===== src/rtl/plab5_mcore_net_resp_unpack_buf_if.sv =====
// Core-side response port bundle: split network message in, memory response out.
// The environment side (network + core) is the master; the unpack buffer is the slave.
interface plab5_mcore_net_resp_unpack_buf_if #(
    parameter int p_mem_opaque_nbits  = 8,
    parameter int p_mem_data_nbits    = 32,
    parameter int p_net_opaque_nbits  = 4,
    parameter int p_net_srcdest_nbits = 3
);
    localparam int mcn = p_mem_opaque_nbits + 5;
    localparam int ncn = mcn + p_net_opaque_nbits + 2 * p_net_srcdest_nbits;

    // Handshake: a transfer happens on a rising clk edge where val && rdy;
    // rdy never depends on val, and val/payload hold until the transfer.
    logic                        in_domain;
    logic [ncn-1:0]              in_msg_control;
    logic [p_mem_data_nbits-1:0] in_msg_data;
    logic                        in_val;
    logic                        in_rdy;
    logic                        out_domain;
    logic [mcn-1:0]              out_msg_control;
    logic [p_mem_data_nbits-1:0] out_msg_data;
    logic                        out_val;
    logic                        out_rdy;

    modport master (
        output in_domain, in_msg_control, in_msg_data, in_val, out_rdy,
        input  in_rdy, out_domain, out_msg_control, out_msg_data, out_val
    );

    modport slave (
        input  in_domain, in_msg_control, in_msg_data, in_val, out_rdy,
        output in_rdy, out_domain, out_msg_control, out_msg_data, out_val
    );
endinterface


===== src/rtl/plab5_mcore_net_resp_unpack_buf.sv =====
// Strips the network header off memory responses, drops misrouted ones, and buffers the rest.
// Optional macro PLAB5_NET_RESP_MISROUTE_CNT_EN adds a saturating misroute_cnt output.
module plab5_mcore_net_resp_unpack_buf #(
    parameter int p_core_id           = 0,
    parameter int p_num_entries       = 2,
    parameter int p_mem_opaque_nbits  = 8,
    parameter int p_mem_data_nbits    = 32,
    parameter int p_net_opaque_nbits  = 4,
    parameter int p_net_srcdest_nbits = 3
) (
    input  logic clk,
    input  logic reset,
    plab5_mcore_net_resp_unpack_buf_if.slave bus,
    output logic err_misroute
`ifdef PLAB5_NET_RESP_MISROUTE_CNT_EN
    ,
    output logic [7:0] misroute_cnt
`endif
);
    localparam int mcn   = p_mem_opaque_nbits + 5;
    localparam int ns    = p_net_srcdest_nbits;
    localparam int ncn   = mcn + p_net_opaque_nbits + 2 * ns;
    localparam int md    = p_mem_data_nbits;
    localparam int ptr_w = $clog2(p_num_entries);
    localparam int cnt_w = ptr_w + 1;
    localparam logic [ns-1:0] core_id = ns'(p_core_id);

    logic [ptr_w-1:0] wr_ptr;
    logic [ptr_w-1:0] rd_ptr;
    logic [cnt_w-1:0] count;

    logic [mcn-1:0] ctrl_mem [p_num_entries];
    logic [md-1:0]  data_mem [p_num_entries];
    logic           dom_mem  [p_num_entries];

    logic [ns-1:0] dest;
    logic          full;
    logic          in_xfer;
    logic          route_ok;
    logic          enq;
    logic          deq;
    logic          misroute_evt;
    logic          unused_hdr;

    assign dest         = bus.in_msg_control[ncn-1 -: ns];
    assign full         = (count == cnt_w'(p_num_entries));
    assign bus.in_rdy   = !full;
    assign in_xfer      = bus.in_val && bus.in_rdy;
    assign route_ok     = (dest == core_id);
    assign enq          = in_xfer && route_ok;
    assign misroute_evt = in_xfer && !route_ok;
    assign deq          = bus.out_val && bus.out_rdy;

    // src and network opaque are discarded once the message is accepted.
    assign unused_hdr = ^bus.in_msg_control[ncn-ns-1:mcn];

    // Storage is not reset; stale entries are masked by out_val.
    always_ff @(posedge clk) begin
        if (enq) begin
            ctrl_mem[wr_ptr] <= bus.in_msg_control[mcn-1:0];
            data_mem[wr_ptr] <= bus.in_msg_data;
            dom_mem[wr_ptr]  <= bus.in_domain;
        end
    end

    always_ff @(posedge clk or posedge reset) begin
        if (reset) begin
            wr_ptr       <= '0;
            rd_ptr       <= '0;
            count        <= '0;
            err_misroute <= 1'b0;
        end else begin
            if (enq) begin
                wr_ptr <= wr_ptr + ptr_w'(1);
            end
            if (deq) begin
                rd_ptr <= rd_ptr + ptr_w'(1);
            end
            case ({enq, deq})
                2'b10:   count <= count + cnt_w'(1);
                2'b01:   count <= count - cnt_w'(1);
                default: count <= count;
            endcase
            err_misroute <= misroute_evt;
        end
    end

`ifdef PLAB5_NET_RESP_MISROUTE_CNT_EN
    // Counts on the same edge that raises err_misroute, so both are visible together.
    always_ff @(posedge clk or posedge reset) begin
        if (reset) begin
            misroute_cnt <= '0;
        end else if (misroute_evt && (misroute_cnt != 8'hFF)) begin
            misroute_cnt <= misroute_cnt + 8'd1;
        end
    end
`endif

    // Data and domain are zeroed when empty so high-domain data never leaks.
    assign bus.out_val         = (count != '0);
    assign bus.out_msg_control = ctrl_mem[rd_ptr];
    assign bus.out_msg_data    = bus.out_val ? data_mem[rd_ptr] : '0;
    assign bus.out_domain      = bus.out_val ? dom_mem[rd_ptr] : 1'b0;

endmodule


===== src/flat_wrapper.sv =====
// flat-port wrapper written by rule: the top's interface ports become plain ports
module plab5_mcore_net_resp_unpack_buf_flat 
#(
    parameter int p_core_id           = 0,
    parameter int p_num_entries       = 2,
    parameter int p_mem_opaque_nbits  = 8,
    parameter int p_mem_data_nbits    = 32,
    parameter int p_net_opaque_nbits  = 4,
    parameter int p_net_srcdest_nbits = 3
)
  (clk, reset, err_misroute, bus_in_domain, bus_in_msg_control, bus_in_msg_data, bus_in_val, bus_out_rdy, bus_in_rdy, bus_out_domain, bus_out_msg_control, bus_out_msg_data, bus_out_val);
  plab5_mcore_net_resp_unpack_buf_if #(.p_mem_opaque_nbits(p_mem_opaque_nbits), .p_mem_data_nbits(p_mem_data_nbits), .p_net_opaque_nbits(p_net_opaque_nbits), .p_net_srcdest_nbits(p_net_srcdest_nbits)) bus_i ();
  input  logic clk;
  input  logic reset;
  output logic err_misroute;
  input wire logic [$bits(bus_i.in_domain)-1:0] bus_in_domain;
  input wire logic [$bits(bus_i.in_msg_control)-1:0] bus_in_msg_control;
  input wire logic [$bits(bus_i.in_msg_data)-1:0] bus_in_msg_data;
  input wire logic [$bits(bus_i.in_val)-1:0] bus_in_val;
  input wire logic [$bits(bus_i.out_rdy)-1:0] bus_out_rdy;
  output wire logic [$bits(bus_i.in_rdy)-1:0] bus_in_rdy;
  output wire logic [$bits(bus_i.out_domain)-1:0] bus_out_domain;
  output wire logic [$bits(bus_i.out_msg_control)-1:0] bus_out_msg_control;
  output wire logic [$bits(bus_i.out_msg_data)-1:0] bus_out_msg_data;
  output wire logic [$bits(bus_i.out_val)-1:0] bus_out_val;
  assign bus_i.in_domain = bus_in_domain;
  assign bus_i.in_msg_control = bus_in_msg_control;
  assign bus_i.in_msg_data = bus_in_msg_data;
  assign bus_i.in_val = bus_in_val;
  assign bus_i.out_rdy = bus_out_rdy;
  assign bus_in_rdy = bus_i.in_rdy;
  assign bus_out_domain = bus_i.out_domain;
  assign bus_out_msg_control = bus_i.out_msg_control;
  assign bus_out_msg_data = bus_i.out_msg_data;
  assign bus_out_val = bus_i.out_val;
  plab5_mcore_net_resp_unpack_buf #(.p_core_id(p_core_id), .p_num_entries(p_num_entries), .p_mem_opaque_nbits(p_mem_opaque_nbits), .p_mem_data_nbits(p_mem_data_nbits), .p_net_opaque_nbits(p_net_opaque_nbits), .p_net_srcdest_nbits(p_net_srcdest_nbits)) u_core (.clk(clk), .reset(reset), .bus(bus_i), .err_misroute(err_misroute));
endmodule

===== config.mk =====
export PLATFORM = sky130hd
export DESIGN_NAME = plab5_mcore_net_resp_unpack_buf_flat
export DESIGN_NICKNAME = d
export VERILOG_FILES = /design/src/rtl/plab5_mcore_net_resp_unpack_buf_if.sv /design/src/rtl/plab5_mcore_net_resp_unpack_buf.sv /design/src/flat_wrapper.sv
export SDC_FILE = /design/constraint.sdc
export NUM_CORES = 1
export LEC_CHECK = 0
export BUFFER_PORTS_ARGS = -buffer_cell sky130_fd_sc_hd__clkbuf_2
export CORE_MARGIN = 2
export CORE_UTILIZATION = 38
export DETAILED_ROUTE_END_ITERATION = 7
export SETUP_SLACK_MARGIN = 0.1
export SLEW_MARGIN = 20
export SYNTH_ARGS = -nofsm -noshare
export SYNTH_HDL_FRONTEND = slang
export SYNTH_SLANG_ARGS = --single-unit

===== constraint.sdc =====
create_clock -name clk -period 4.2 [get_ports clk]
set_clock_uncertainty 0.2 [all_clocks]
set_input_delay 0.84 -clock clk [delete_from_list [all_inputs] [get_ports clk]]
set_output_delay 0.84 -clock clk [all_outputs]
set_load 0.02 [all_outputs]

==> summary.md, run 1 <==
| Metric | Value |
|---|---|
| Final hold vios | `0` |
| Setup Fix Bufs, Post-CTS | `0` |
| Gr usage total | `0.127` |
| Endpoints failing setup | `0` |
| Number of port buffers | `roughly 100` |
| Slew @ Worst Pin | `about 910 ps` |
| Synth Instances | `around 200` |
| Routed len/inst | `between 10 and 15 um` |
| Part of the power in the clock network | `0.235` |
| First-pass GRT wire length | `9.63 mm` |
| H-tree Lvls | `3` |
| Worst-path fanout max | `30` |
| Drt pass-1 iters | `4` |
| Status | `completed` |
| Die area | `roughly 11000 sq um` |
| Clk_lat worst skew | `approximately 350 ps` |
| Fin crit share | `0.781` |
| Comb pwr share | `0.327` |
| Placed cell area | `4370 sq um` |
| Maximum vdd drop | `approximately 260 uV` |
| Layout area overhead | `24.2%` |
| CP arrival | `2240 ps` |
| Synth unique cells | `20` |
| Leakage | `1.83 nW` |
| TritonCTS clock tree | `done` |
| Net Count, Synth | `264` |
| Net Sw Frac | `0.353` |
| Post-Route WL | `~6.4 mm` |
| Crit start category | `register` |
| Avg Vias per Cell | `around 4.4` |
| Die height | `103 um` |
| Root Driver | `clkbuf_8` |
| Largest net degree at the start of global routing | `35` |
| Hold WS | `approximately 160 ps` |
| Fraction of layout cells with a size suffix above 1 | `0.406` |
| Global route total overflow | `0` |
| Final #Nets | `371` |
| GP Congestion | `~0.69` |
| Total negative slack | `0 ps` |
| Inst Count DP | `432` |
| Fmax | `305 MHz` |
| Syn Area/Cell | `~18 sq um` |
| Power Internal | `approximately 1.8 mW` |
| Die X | `between 100 and 150 um` |
| Clock tree buffer depth | `2` |
| Initial antenna violation count | `1` |
| Hold buffer count at cts | `0` |
| Max cap viols | `0` |
| Vias after detailed routing | `~2.0k` |
| Shortest period the worst path allows | `3280 ps` |
| Worst hold path type | `input pin to asynchronous set/reset pin` |
| Final Max Slew Viols | `0` |
| Req. time, crit path | `3160 ps` |
| Drt initial violations | `52` |
| Critical path class | `register to primary output` |
| Final ANT Viol Nets | `0` |
| Clk sink count | `97` |
| Final instance area | `between 4000 and 5000 sq um` |
| Initial Util | `0.385` |
| Core box area | `around 9600 sq um` |
| CTS clock-pin slew for the worst setup and hold paths | `about 90 ps` |
| RSZ-0062 raised after global routing | `false` |
| CP Capture Type | `primary output` |
| Antenna Cells | `0` |
| YS warnings | `0` |
| Boundary Pins | `109` |
| Number of global-route vias before repair | `roughly 1.9k` |
| Non-Filler Instances | `448` |
| FP Rows | `36` |
| Total CTS buffers | `9` |
| Syn Std Cell Area | `approximately 3700 sq um` |
| Power Dens Cells | `606 nW/um^2` |
| Post-CTS Resized | `0` |
| Post-layout util | `0.478` |
| Switch Pwr | `slightly below 1 mW` |
| DP Wirelength | `4.01 mm` |
| Seq cells post-synth | `97` |
| Sequential fraction of design power | `0.438` |
| DRC Markers | `0` |
| Sequential area share after synthesis | `0.781` |
| Slew headroom | `0.393` |
==> kinds of logic (layout without fill, tap and decap cells) <==
family | after synthesis | count (layout) | share of synthesized area
xor gates and xnor gates | 5 | 5 | 0.0139
adders and majority gates | 1 | 1 | 0.00338
buffers and inverters | 11 | 123 | 0.0196
DFF | 97 | 97 | 0.781
muxes | 46 | 46 | 0.129
and+or+nand+nor | 43 | 43 | 0.0531
==> critical path, stage by stage (launching register included) <==
cell	delay [ps]
dfrtp_2	940
buf_4	450
mux2i_1	240
nor2_1	60
clkbuf_2	190
==> state kept, by name, indices dropped and copies added (netlist names) <==
register / count
u_core.ctrl_mem: 26
u_core.err_misroute: 1
u_core.data_mem: 64
u_core.wr_ptr: 1
u_core.dom_mem: 2
u_core.count: 2
u_core.rd_ptr: 1
==> metrics by stage <==
stage / worst slack [ps] / power [mW]
3_5_place_dp: 1240 / 2.17
5_1_grt: 737 / 2.95
6_report: 920 / 2.78
3_3_place_gp: 1260 / 2.16
2_1_floorplan: 378 / 1.88
4_1_cts: 823 / 2.83
==> area by class of cell <==
cell class / instances / area, sq um
clock buffers: 9 / 124
fillers: 864 / 5000
flip-flops and latches: 97 / 2890
inverters: 3 / 11.3
repair buffers: 104 / 553
clock inverters: 7 / 95.1
well taps: 133 / 166
multi-input cells: 95 / 752
==> worst paths after layout <==
kind | cells past startpoint | slack (ps) | to | startpoint
min in group clk | 1 | 380 | u_core.count[1] | u_core.count[1]
hold reg to reg | 1 | 380 | u_core.count[1] | u_core.count[1]
setup reg to reg | 6 | 1850 | u_core.count[1] | u_core.count[1]
setup / recovery | 4 | 920 | bus_out_msg_data[18] | u_core.rd_ptr
hold / removal | 2 | 160 | u_core.wr_ptr | reset
max in group asynchronous | 2 | 3440 | u_core.rd_ptr | reset
==> power by group through the flow <==
stage / logic [mW] / clock network [mW] / registers, mW
after floorplan: 0.715 / 0 / 1.17
after CTS: 0.931 / 0.676 / 1.22
after detailed placement: 0.926 / 0 / 1.24
final: 0.910 / 0.652 / 1.22
after global placement: 0.922 / 0 / 1.24
after global routing: 1.00 / 0.716 / 1.23
==> cell usage after synthesis <==
master	count	share of area
nand3_4	1	0.0047
and2_1	1	0.0017
dfrtp_1	5	0.034
mux2i_1	33	0.089
nand2b_2	1	0.0024
xnor2_2	1	0.0044
inv_1	2	0.0020
nor2_1	37	0.038
buf_4	1	0.0020
nand2_1	1	0.0010
xnor2_1	2	0.0047
mux2_1	13	0.040
buf_6	3	0.0091
inv_2	1	0.0010
buf_2	4	0.0054
nor3_2	1	0.0027
xor2_1	2	0.0047
ha_1	1	0.0034
edfxtp_1	92	0.75
nor2_4	1	0.0030
==> layer usage <==
metal	vias up	global-route usage	routed length [um]
met5	-	0	13
met4	2	0.0492	80
met3	9	0.0529	481
met2	59	0.204	3070
met1	954	0.152	2750
li1	966	-	-
==> layout by cell type (no fill, tap or decap), types with 2 or more instances in the layout <==
master,netlist,layout
clkinv_4,0,3
nor2_4,1,3
xor2_1,2,2
clkbuf_8,0,9
edfxtp_1,92,92
buf_12,0,2
nor2_1,37,35
dfrtp_1,5,4
bufinv_16,0,2
xnor2_1,2,2
mux2i_1,33,33
inv_1,2,2
clkbuf_2,0,101
mux2_1,13,13
(Power assumes the default switching activity.)
==> inputs of run 2 (changes only) <==
==> constraint.sdc (replaced) <==
create_clock -name clk -period 3.1 [get_ports clk]
set_clock_uncertainty 0.2 [all_clocks]
set_input_delay 0.62 -clock clk [delete_from_list [all_inputs] [get_ports clk]]
set_output_delay 0.62 -clock clk [all_outputs]
set_load 0.02 [all_outputs]
==> run 2 against run 1 <==
Critical path depth unchanged; critical endpoint is now bus_out_msg_data[28]; setup slack got worse by 530 ps; critical path type unchanged; clock power increased by 19%; sequential share of layout area decreased by 0.17 points; power increased by 33%; first-iteration DRC count increased by 21%; via count increased by 1.7%.
==> summary.md, run 2 (synthesis gave the netlist of run 1 again) <==
| Metric | Value |
|---|---|
| CP arrival | `1890 ps (-350 ps)` |
| Layout area overhead | `24.5%` |
| Fraction of layout cells with a size suffix above 1 | `0.413 (+0.00615)` |
| Die X | `103 um (unchanged)` |
| Most frequent cells in the layout | `clkbuf_2, edfxtp_1, nor2_1, mux2i_1, mux2_1` |
| Non-Filler Instances | `453 (+1.1%)` |
| Final instance area | `4600 sq um (+0.27%)` |
| Core box area | `9590 sq um (unchanged)` |
| Reg2Reg Depth | `7 (+1)` |
| Die area | `10500 sq um (unchanged)` |
| RSZ-0062 raised after global routing | `false` |
| Maximum vdd drop | `312 uV (+22%)` |
| Reg-to-reg endpoint | `u_core.count[1]` |
| Drt pass-1 iters | `3 (-1)` |
| Final #Nets | `377 (+1.6%)` |
| Initial Util | `0.385 (unchanged)` |
| Final ANT Viol Nets | `0 (unchanged)` |
| Max reg flops | `64 (unchanged)` |
| Total CTS buffers | `9 (unchanged)` |
| Vias after detailed routing | `2023 (+1.7%)` |
| Max cap viols | `0 (unchanged)` |
| First-pass GRT wire length | `9.82 mm (+2.0%)` |
| Leakage | `1.84 nW (+0.63%)` |
| Antenna Cells | `0 (unchanged)` |
| FP Rows | `36 (unchanged)` |
| Req. time, crit path | `2280 ps (-880 ps)` |
| Boundary Pins | `109 (unchanged)` |
| Most common cell after layout, fill and taps aside | `clkbuf_2` |
| Drt initial violations | `63 (+21%)` |
| Fin crit share | `0.873` |
| Shortest period the worst path allows | `approximately 2700 ps` |
| TritonCTS clock tree | `done` |
| Routed len/inst | `14.3 um (about the same)` |
| Clock tree buffer depth | `2 (unchanged)` |
| Setup Fix Bufs, Post-CTS | `0 (unchanged)` |
| Placed cell area | `4410 sq um (+0.86%)` |
| Gr usage total | `0.127 (-0.000145)` |
| Worst Setup EP | `bus_out_msg_data[28]` |
| CP Capture Type | `primary output` |
| Root Driver | `clkbuf_8` |
| Largest Register | `u_core.data_mem` |
| Clk_lat worst skew | `350 ps (about the same)` |
| Avg Vias per Cell | `4.47 (+0.54%)` |
| Slew headroom | `0.689 (+0.295)` |
| Crit path from | `u_core.rd_ptr` |
| Endpoints failing setup | `0 (unchanged)` |
| Biggest regs | `u_core.data_mem x64, u_core.ctrl_mem x26` |
| Number of port buffers | `101 (unchanged)` |
| R2R Setup Slk | `1080 ps (-770 ps)` |
| H-tree Lvls | `3 (unchanged)` |
| Crit start category | `register` |
| Final hold vios | `0 (unchanged)` |
| Post-Route WL | `6.47 mm (+1.0%)` |
| DP Wirelength | `4.36 mm (+8.8%)` |
| Clk sink count | `97 (unchanged)` |
| RR Startpoint | `u_core.count[1]` |
| Final Max Slew Viols | `0 (unchanged)` |
| Worst hold path type | `input pin to register` |
| Status | `completed` |
| CTS clock-pin slew for the worst setup and hold paths | `90 ps (about the same)` |
| Initial antenna violation count | `0 (-1)` |
| Post-CTS Resized | `0 (unchanged)` |
| Number of global-route vias before repair | `1967 (+1.3%)` |
| Global route total overflow | `0 (unchanged)` |
| Slew @ Worst Pin | `466 ps (-442 ps)` |
| Inst Count DP | `437 (+1.2%)` |
| PnR worst setup slack | `395 ps (-525 ps)` |
| Hold WS | `255 ps (+95.3 ps)` |
| Die height | `103 um (unchanged)` |
| Power Dens Cells | `800 nW/um^2 (+32%)` |
| Place WS | `700 ps (-535 ps)` |
| Critical path class | `register to primary output` |
| Largest net degree at the start of global routing | `23 (-34%)` |
| Worst-path fanout max | `16 (-47%)` |
| DRC Markers | `0 (unchanged)` |
| GP Congestion | `0.690 (-0.29%)` |
| Fmax | `about 370 MHz` |
[run 2: cell count changes in the layout (fill, tap and decap cells not counted)]
cell           before  now
buf_4               1    6
bufinv_16           2    1
clkbuf_1            0    1
clkinv_1            1    0
clkinv_2            1    2
clkinv_4            3    0
clkinvlp_4          0    1
dlygate4sd3_1       0    1
inv_6               0    1
[run 2: worst min path at each step]
stage / startpoint / end / slack [ps] / depth (start not counted)
floorplan: reset / u_core.count[0] / 200 / 1
global route: bus_in_msg_data[12] / u_core.data_mem[0][12] / 220 / 1
global placement: reset / u_core.err_misroute / 310 / 2
finish: bus_in_msg_control[0] / u_core.ctrl_mem[0][0] / 250 / 1
detailed placement: reset / u_core.wr_ptr / 320 / 2
CTS: bus_in_msg_data[12] / u_core.data_mem[0][12] / 230 / 1
[run 2: timing repair]
| action | in CTS | in global routing |
|---|---|---|
| endpoints found under the hold margin | 5 | 0 |
| endpoints found under the setup margin | 0 | 0 |
| hold buffers | 1 | 0 |
[run 2: critical path: stages, from the launching register on]
cell and delay [ps]:
dfrtp_2 670, buf_4 380, mux2i_1 240, nor2_1 60, clkbuf_2 170
[run 2: metal layers]
layer / vias to the layer above / GRT usage / wire [um]
met5: - / 0 / 0
met4: 0 / 0.0400 / 45
met3: 4 / 0.0454 / 406
met2: 62 / 0.206 / 3260
met1: 980 / 0.160 / 2750
li1: 977 / - / -
[run 2: cell type report]
cell class,count,area [sq um]
fill,870,4990
sequential,97,2890
multi-input combinational,95,752
timing repair buffer,110,601
tap,133,166
clock buffer,10,128
clock inverter,5,56.3
inverter,3,11.3
[run 2: stage by stage]
stage          setup TNS, ps  power, mW   util
6_report                   0       3.68  0.480
5_1_grt                    0       3.92  0.480
4_1_cts                    0       3.76  0.480
3_5_place_dp               0       2.97  0.460
3_3_place_gp               0       2.96  0.460
2_1_floorplan         -46150       2.55      -
[run 2: report_power, final]
part	internal [mW]	switching (mW)	leakage (nW)
logic	0.494	0.807	0.857
clock network	0.369	0.407	0.0925
registers	1.51	0.0956	0.888
total	2.37	1.31	1.84
